## src/rtl/id_stage.sv

```systemverilog
// RV32I instruction-decode stage: register file with writeback bypass, immediate and
// control decode, load-use hazard detection and the ID/EX pipeline register.
module id_stage (
  input  logic        clk,
  input  logic        reset,
  input  logic [31:0] pipe_pc,
  input  logic [31:0] pipe_pc4,
  input  logic [31:0] pipe_data,
  input  logic        flush,
  input  logic        wb_en,
  input  logic [4:0]  wb_rd,
  input  logic [31:0] wb_data,
  output logic        stall,
  output logic        ex_valid,
  output logic [31:0] ex_pc,
  output logic [31:0] ex_pc4,
  output logic [31:0] ex_rs1_data,
  output logic [31:0] ex_rs2_data,
  output logic [31:0] ex_imm,
  output logic [4:0]  ex_rs1,
  output logic [4:0]  ex_rs2,
  output logic [4:0]  ex_rd,
  output logic [6:0]  ex_opcode,
  output logic [2:0]  ex_funct3,
  output logic        ex_funct7b5,
  output logic        ex_reg_write,
  output logic        ex_mem_read,
  output logic        ex_mem_write,
  output logic        ex_branch,
  output logic        ex_jal,
  output logic        ex_jalr,
  output logic        ex_alu_src
);

  localparam logic [6:0] OP_LUI    = 7'b0110111;
  localparam logic [6:0] OP_AUIPC  = 7'b0010111;
  localparam logic [6:0] OP_JAL    = 7'b1101111;
  localparam logic [6:0] OP_JALR   = 7'b1100111;
  localparam logic [6:0] OP_BRANCH = 7'b1100011;
  localparam logic [6:0] OP_LOAD   = 7'b0000011;
  localparam logic [6:0] OP_STORE  = 7'b0100011;
  localparam logic [6:0] OP_IMM    = 7'b0010011;
  localparam logic [6:0] OP_OP     = 7'b0110011;

  logic [31:0] rf_r [0:31];
  logic [6:0]  opcode_s;
  logic [4:0]  rs1_s, rs2_s;
  logic [31:0] rs1_data_s, rs2_data_s, imm_s;
  logic        valid_s, use_rs1_s, use_rs2_s, stall_s;
  logic        reg_write_s, mem_read_s, mem_write_s, branch_s, jal_s, jalr_s, alu_src_s;

  assign opcode_s = pipe_data[6:0];
  assign rs1_s    = pipe_data[19:15];
  assign rs2_s    = pipe_data[24:20];
  assign stall    = stall_s;

  // Register file write port; x0 is never stored.
  always_ff @(posedge clk) begin
    if (reset) begin
      for (int i = 0; i < 32; i++) rf_r[i] <= 32'd0;
    end else if (wb_en && (wb_rd != 5'd0)) begin
      rf_r[wb_rd] <= wb_data;
    end
  end

  // Read ports with same-cycle writeback bypass; x0 always reads zero.
  always_comb begin
    rs1_data_s = 32'd0;
    rs2_data_s = 32'd0;
    if (rs1_s == 5'd0) rs1_data_s = 32'd0;
    else if (wb_en && (wb_rd == rs1_s)) rs1_data_s = wb_data;
    else rs1_data_s = rf_r[rs1_s];
    if (rs2_s == 5'd0) rs2_data_s = 32'd0;
    else if (wb_en && (wb_rd == rs2_s)) rs2_data_s = wb_data;
    else rs2_data_s = rf_r[rs2_s];
  end

  // Opcode decode: immediate format, control bits and source-register usage.
  always_comb begin
    valid_s     = 1'b1;
    imm_s       = 32'd0;
    reg_write_s = 1'b0;
    mem_read_s  = 1'b0;
    mem_write_s = 1'b0;
    branch_s    = 1'b0;
    jal_s       = 1'b0;
    jalr_s      = 1'b0;
    alu_src_s   = 1'b1;
    use_rs1_s   = 1'b0;
    use_rs2_s   = 1'b0;
    case (opcode_s)
      OP_LUI, OP_AUIPC: begin
        imm_s       = {pipe_data[31:12], 12'd0};
        reg_write_s = 1'b1;
      end
      OP_JAL: begin
        imm_s = {{11{pipe_data[31]}}, pipe_data[31], pipe_data[19:12], pipe_data[20],
                 pipe_data[30:21], 1'b0};
        reg_write_s = 1'b1;
        jal_s       = 1'b1;
      end
      OP_JALR: begin
        imm_s       = {{20{pipe_data[31]}}, pipe_data[31:20]};
        reg_write_s = 1'b1;
        jalr_s      = 1'b1;
        use_rs1_s   = 1'b1;
      end
      OP_BRANCH: begin
        imm_s = {{19{pipe_data[31]}}, pipe_data[31], pipe_data[7], pipe_data[30:25],
                 pipe_data[11:8], 1'b0};
        branch_s  = 1'b1;
        alu_src_s = 1'b0;
        use_rs1_s = 1'b1;
        use_rs2_s = 1'b1;
      end
      OP_LOAD: begin
        imm_s       = {{20{pipe_data[31]}}, pipe_data[31:20]};
        reg_write_s = 1'b1;
        mem_read_s  = 1'b1;
        use_rs1_s   = 1'b1;
      end
      OP_STORE: begin
        imm_s       = {{20{pipe_data[31]}}, pipe_data[31:25], pipe_data[11:7]};
        mem_write_s = 1'b1;
        use_rs1_s   = 1'b1;
        use_rs2_s   = 1'b1;
      end
      OP_IMM: begin
        imm_s       = {{20{pipe_data[31]}}, pipe_data[31:20]};
        reg_write_s = 1'b1;
        use_rs1_s   = 1'b1;
      end
      OP_OP: begin
        reg_write_s = 1'b1;
        alu_src_s   = 1'b0;
        use_rs1_s   = 1'b1;
        use_rs2_s   = 1'b1;
      end
      default: begin
        valid_s   = 1'b0;
        alu_src_s = 1'b0;
      end
    endcase
  end

  // Load-use hazard; reset and flush both suppress it.
  always_comb begin
    stall_s = 1'b0;
    if (!reset && !flush && ex_valid && ex_mem_read && (ex_rd != 5'd0) &&
        ((use_rs1_s && (ex_rd == rs1_s)) || (use_rs2_s && (ex_rd == rs2_s)))) begin
      stall_s = 1'b1;
    end else begin
      stall_s = 1'b0;
    end
  end

  // ID/EX pipeline register; flushed or stalled slots keep their PC but carry no control.
  always_ff @(posedge clk) begin
    if (reset) begin
      ex_valid     <= 1'b0;
      ex_pc        <= 32'd0;
      ex_pc4       <= 32'd0;
      ex_rs1_data  <= 32'd0;
      ex_rs2_data  <= 32'd0;
      ex_imm       <= 32'd0;
      ex_rs1       <= 5'd0;
      ex_rs2       <= 5'd0;
      ex_rd        <= 5'd0;
      ex_opcode    <= 7'd0;
      ex_funct3    <= 3'd0;
      ex_funct7b5  <= 1'b0;
      ex_reg_write <= 1'b0;
      ex_mem_read  <= 1'b0;
      ex_mem_write <= 1'b0;
      ex_branch    <= 1'b0;
      ex_jal       <= 1'b0;
      ex_jalr      <= 1'b0;
      ex_alu_src   <= 1'b0;
    end else begin
      ex_pc       <= pipe_pc;
      ex_pc4      <= pipe_pc4;
      ex_rs1_data <= rs1_data_s;
      ex_rs2_data <= rs2_data_s;
      ex_imm      <= imm_s;
      ex_rs1      <= rs1_s;
      ex_rs2      <= rs2_s;
      ex_rd       <= pipe_data[11:7];
      ex_opcode   <= opcode_s;
      ex_funct3   <= pipe_data[14:12];
      ex_funct7b5 <= pipe_data[30];
      if (flush || stall_s) begin
        ex_valid     <= 1'b0;
        ex_reg_write <= 1'b0;
        ex_mem_read  <= 1'b0;
        ex_mem_write <= 1'b0;
        ex_branch    <= 1'b0;
        ex_jal       <= 1'b0;
        ex_jalr      <= 1'b0;
        ex_alu_src   <= 1'b0;
      end else begin
        ex_valid     <= valid_s;
        ex_reg_write <= reg_write_s;
        ex_mem_read  <= mem_read_s;
        ex_mem_write <= mem_write_s;
        ex_branch    <= branch_s;
        ex_jal       <= jal_s;
        ex_jalr      <= jalr_s;
        ex_alu_src   <= alu_src_s;
      end
    end
  end

endmodule
```

## config.mk

```make
export PLATFORM = sky130hd
export DESIGN_NAME = id_stage
export DESIGN_NICKNAME = d
export VERILOG_FILES = /design/src/rtl/id_stage.sv
export SDC_FILE = /design/constraint.sdc
export NUM_CORES = 2
export LEC_CHECK = 0
export CORE_MARGIN = 2
export CORE_UTILIZATION = 45
export CTS_CLUSTER_DIAMETER = 200
export DETAILED_ROUTE_END_ITERATION = 7
export HOLD_SLACK_MARGIN = 0.15
export PLACE_DENSITY = 0.73
export SLEW_MARGIN = 20
export SYNTH_ARGS = -nofsm -noshare
export SYNTH_HDL_FRONTEND = slang
export SYNTH_SLANG_ARGS = --single-unit
```

## constraint.sdc

```tcl
create_clock -name clk -period 3.3 [get_ports clk]
set_clock_uncertainty 0.05 [all_clocks]
set_input_delay 0.66 -clock clk [delete_from_list [all_inputs] [get_ports clk]]
set_output_delay 0.66 -clock clk [all_outputs]
set_load 0.05 [all_outputs]
```

==> key figures <==
Yosys
  – Most frequent cells after synthesis: edfxtp_1 (1024), and2_1 (1002), mux2i_1 (813)
  – Primary FF master, synth: edfxtp_1
  – Async set or reset register ratio after synthesis: 0
  – Synth Warn #: 0
  – Cell area after synthesis: 61400 sq um
  – Top cell type's share of synthesized area: 0.500
  – Synth cell types: 65
  – EDFF count, synth: 1024
  – Syn_area_per_cell: 13.0 sq um
  – Post-synth top area cell: edfxtp_1
  – Register area share after synthesis: 0.564
  – Syn Inst Count: 4720
  – Ranking of synthesized cells by area: edfxtp_1 (50%), mux2i_1 (13%), and2_1 (10%), dfxtp_1 (6.3%), mux4_2 (5.1%)
  – Synthesized flop and latch total: 1218
  – Most common cell in the netlist: edfxtp_1

STA
  – Rel. slew slack: 0.388
  – F_max: 0.305 GHz
  – Final min period: 3.28 ns
  – RSZ-0062 raised after global routing: true
  – Pins Over Slew Limit: 0
  – Endpoints failing hold: 0
  – Setup slack after layout: 0.0204 ns
  – Period Utilization, post-route: 0.994
  – Final count of negative-setup-slack endpoints: 0
  – Worst slew pin tran: 0.916 ns

Drt
  – Wirelength, routed: 201000 um
  – Remaining DRCs: 0
  – Initial drt markers: 5834
  – Wire per inst: 28.9 um
  – First-pass DRT Iterations: 6
  – Vias/cell: 6.19
  – Vias: 42852
  – ANT nets after route: 0

Clock network
  – Root buf cell: clkbuf_16
  – CTS Buf Count: 133
  – CTS tree: done
  – Clock slew at reported path FFs: 0.06 ns
  – Clock Latency Late Sink: 0.77 ns
  – CTS Buffer Depth: 3
  – Setup bufs post-CTS: 0
  – H-tree depth: 4
  – Clk sinks: 1218

Final layout
  – Ratio of cells with drive above 1 in the final layout: 0.146
  – Nets: 5177
  – Area grow syn2layout: 18.1%

Place
  – Placement Setup Slack: -0.456 ns
  – Final weighted congestion in routability-driven placement: 0.973
  – Number of I/O port buffers: 331
  – Post-DP HPWL: 126000 um

Critical path
  – CP required: 2.59 ns
  – Critical path, cell by cell: xor2_4, nor3_4, buf_6, nand3_4, a221oi_4, buf_12
  – Launch point of the critical path: ex_rd[2]
  – Worst-path fanout max: 4
  – Family with the most delay on the worst path: simple AND/OR/NAND/NOR gates
  – Largest stage delay, worst path: 0.40 ns
  – Sum of buffers and inverters on the critical path: 2
  – R2r startpoint: ex_rd[2]
  – Critical path's slowest cell: a221oi_4
  – Worst Path Arrival: 2.57 ns
  – Setup CP Type: reg2out
  – Worst setup SP type: flop
  – Worst Setup End Kind: output port

Global routing
  – Vias in the first global route: 43198
  – GR Util All Layers: 0.281
  – Remaining global-route overflow: 0
  – First-pass GRT wire length: 289000 um
  – Initial antenna violation count: 5
  – Largest net degree at the start of global routing: 78

Hold path
  – Hold crit path type: in2reg
  – Hold Crit Start: reset

Outcome
  – Status: finished, final reports clean

Run
  – Max cap viols: 0

Pwr
  – Leakage power: 0.0274 uW
  – Overall power: 37600 uW
  – PwrDens: 519 nW/um^2
  – Worst vdd ir: 0.379 mV

Floorplanning
  – Site Rows: 135
  – Chip height: 374 um
  – Die area: 140000 sq um
  – Initial Utilization: 0.454
  – Boundary Pins: 332
  – Die X: 374 um
  – Placeable Area: 135000 sq um
## cells by family (layout without fill, tap and decap cells)
logic type	after synthesis	after routing	synth area share
other	1	35	0.0000610
flip-flops	1218	1218	0.564
AND/OR/NAND/NOR	1423	1423	0.140
XOR/XNOR	20	20	0.00285
buffers and inverters	474	866	0.0364
multiplexers	955	955	0.184
AO/OA/AOI/OAI	629	629	0.0733
## routing by layer
metal	vias to the layer above	wire length, um	track usage
li1	18194	-	-
met1	21025	75700	0.368
met2	3033	88700	0.427
met3	598	24600	0.0728
met4	2	11500	0.150
met5	-	12	0
## per-stage QoR
stage	instances	TNS (ns)	utilization	instance area, sq um	hold WS [ns]
after floorplan	4751	0	-	61600	0.656
after global placement	6686	-1.25	0.504	68300	0.728
after detailed placement	6686	-0.796	0.504	68300	0.752
after CTS	6924	0	0.536	72600	0.288
after global routing	6924	-0.0135	0.536	72600	0.346
final	6927	0	0.536	72600	0.342
## final cells by class
| class | instances | area, sq um |
|---|---|---|
| antenna | 3 | 7.51 |
| sequential | 1218 | 34600 |
| fill | 11059 | 62900 |
| inverter | 3 | 11.3 |
| timing repair buffer | 625 | 6600 |
| clock buffer | 189 | 3810 |
| clock inverter | 49 | 390 |
| multi-input combinational | 3059 | 24900 |
| tap | 1781 | 2230 |
## report_power, final
part,internal (uW),switching [uW],leakage [uW]
clock network,8430,6180,0.00207
logic,1930,3050,0.0140
registers,17500,520,0.0114
## what timing repair did
item | 4_1_cts | 5_1_grt
endpoints found under the setup margin | 1 | 1
gates resized for setup | 15 | 4
pin swaps | 2 | 2
hold buffers | 0 | 0
## final timing paths
path,to,slack [ns],cells after the start
max,stall,0.02,6
min,ex_mem_read,0.34,3
max reg2reg,ex_jalr,1.09,7
min reg2reg,ex_rs2_data[20],0.77,5
## worst register-to-register path: cells and delay by family, from the launching register on
kind	cells	cell delay, ns
AOI/OAI and AO/OA	1	0.40
xor gates and xnor gates	1	0.21
buffers and inverters	2	0.42
DFF	1	0.38
and+or+nand+nor	3	0.64
## cell usage in the layout, fill, tap and decap left out, drive strengths merged, types with 6 or more instances in the layout
master,instances
edfxtp,1024
and2,1004
mux2i,813
a22oi,350
clkdlybuf4s50,322
buf,302
dfxtp,194
clkbuf,189
a21oi,158
mux4,140
nand3,102
nor2b,96
nor2,54
nand2,51
clkinv,34
nor4,33
or2,33
conb,32
a22o,24
o22ai,22
o221a,22
nand4,17
xor2,15
o22a,13
o311a,13
nor3,11
inv,10
a32o,6
## flip-flops by register name, indices dropped and copies added (netlist names)
| name | count |
|---|---|
| ex_rd | 5 |
| ex_alu_src | 1 |
| ex_rs1_data | 32 |
| ex_opcode | 7 |
| ex_valid | 1 |
| ex_imm | 32 |
| ex_jal | 1 |
| ex_reg_write | 1 |
| ex_jalr | 1 |
| rf_r | 1024 |
| ex_funct7b5 | 1 |
| ex_rs1 | 5 |
| ex_funct3 | 3 |
| ex_pc | 32 |
| ex_mem_read | 1 |
| ex_rs2 | 5 |
| ex_mem_write | 1 |
| ex_branch | 1 |
| ex_pc4 | 32 |
| ex_rs2_data | 32 |
(Power assumes the default switching activity.)
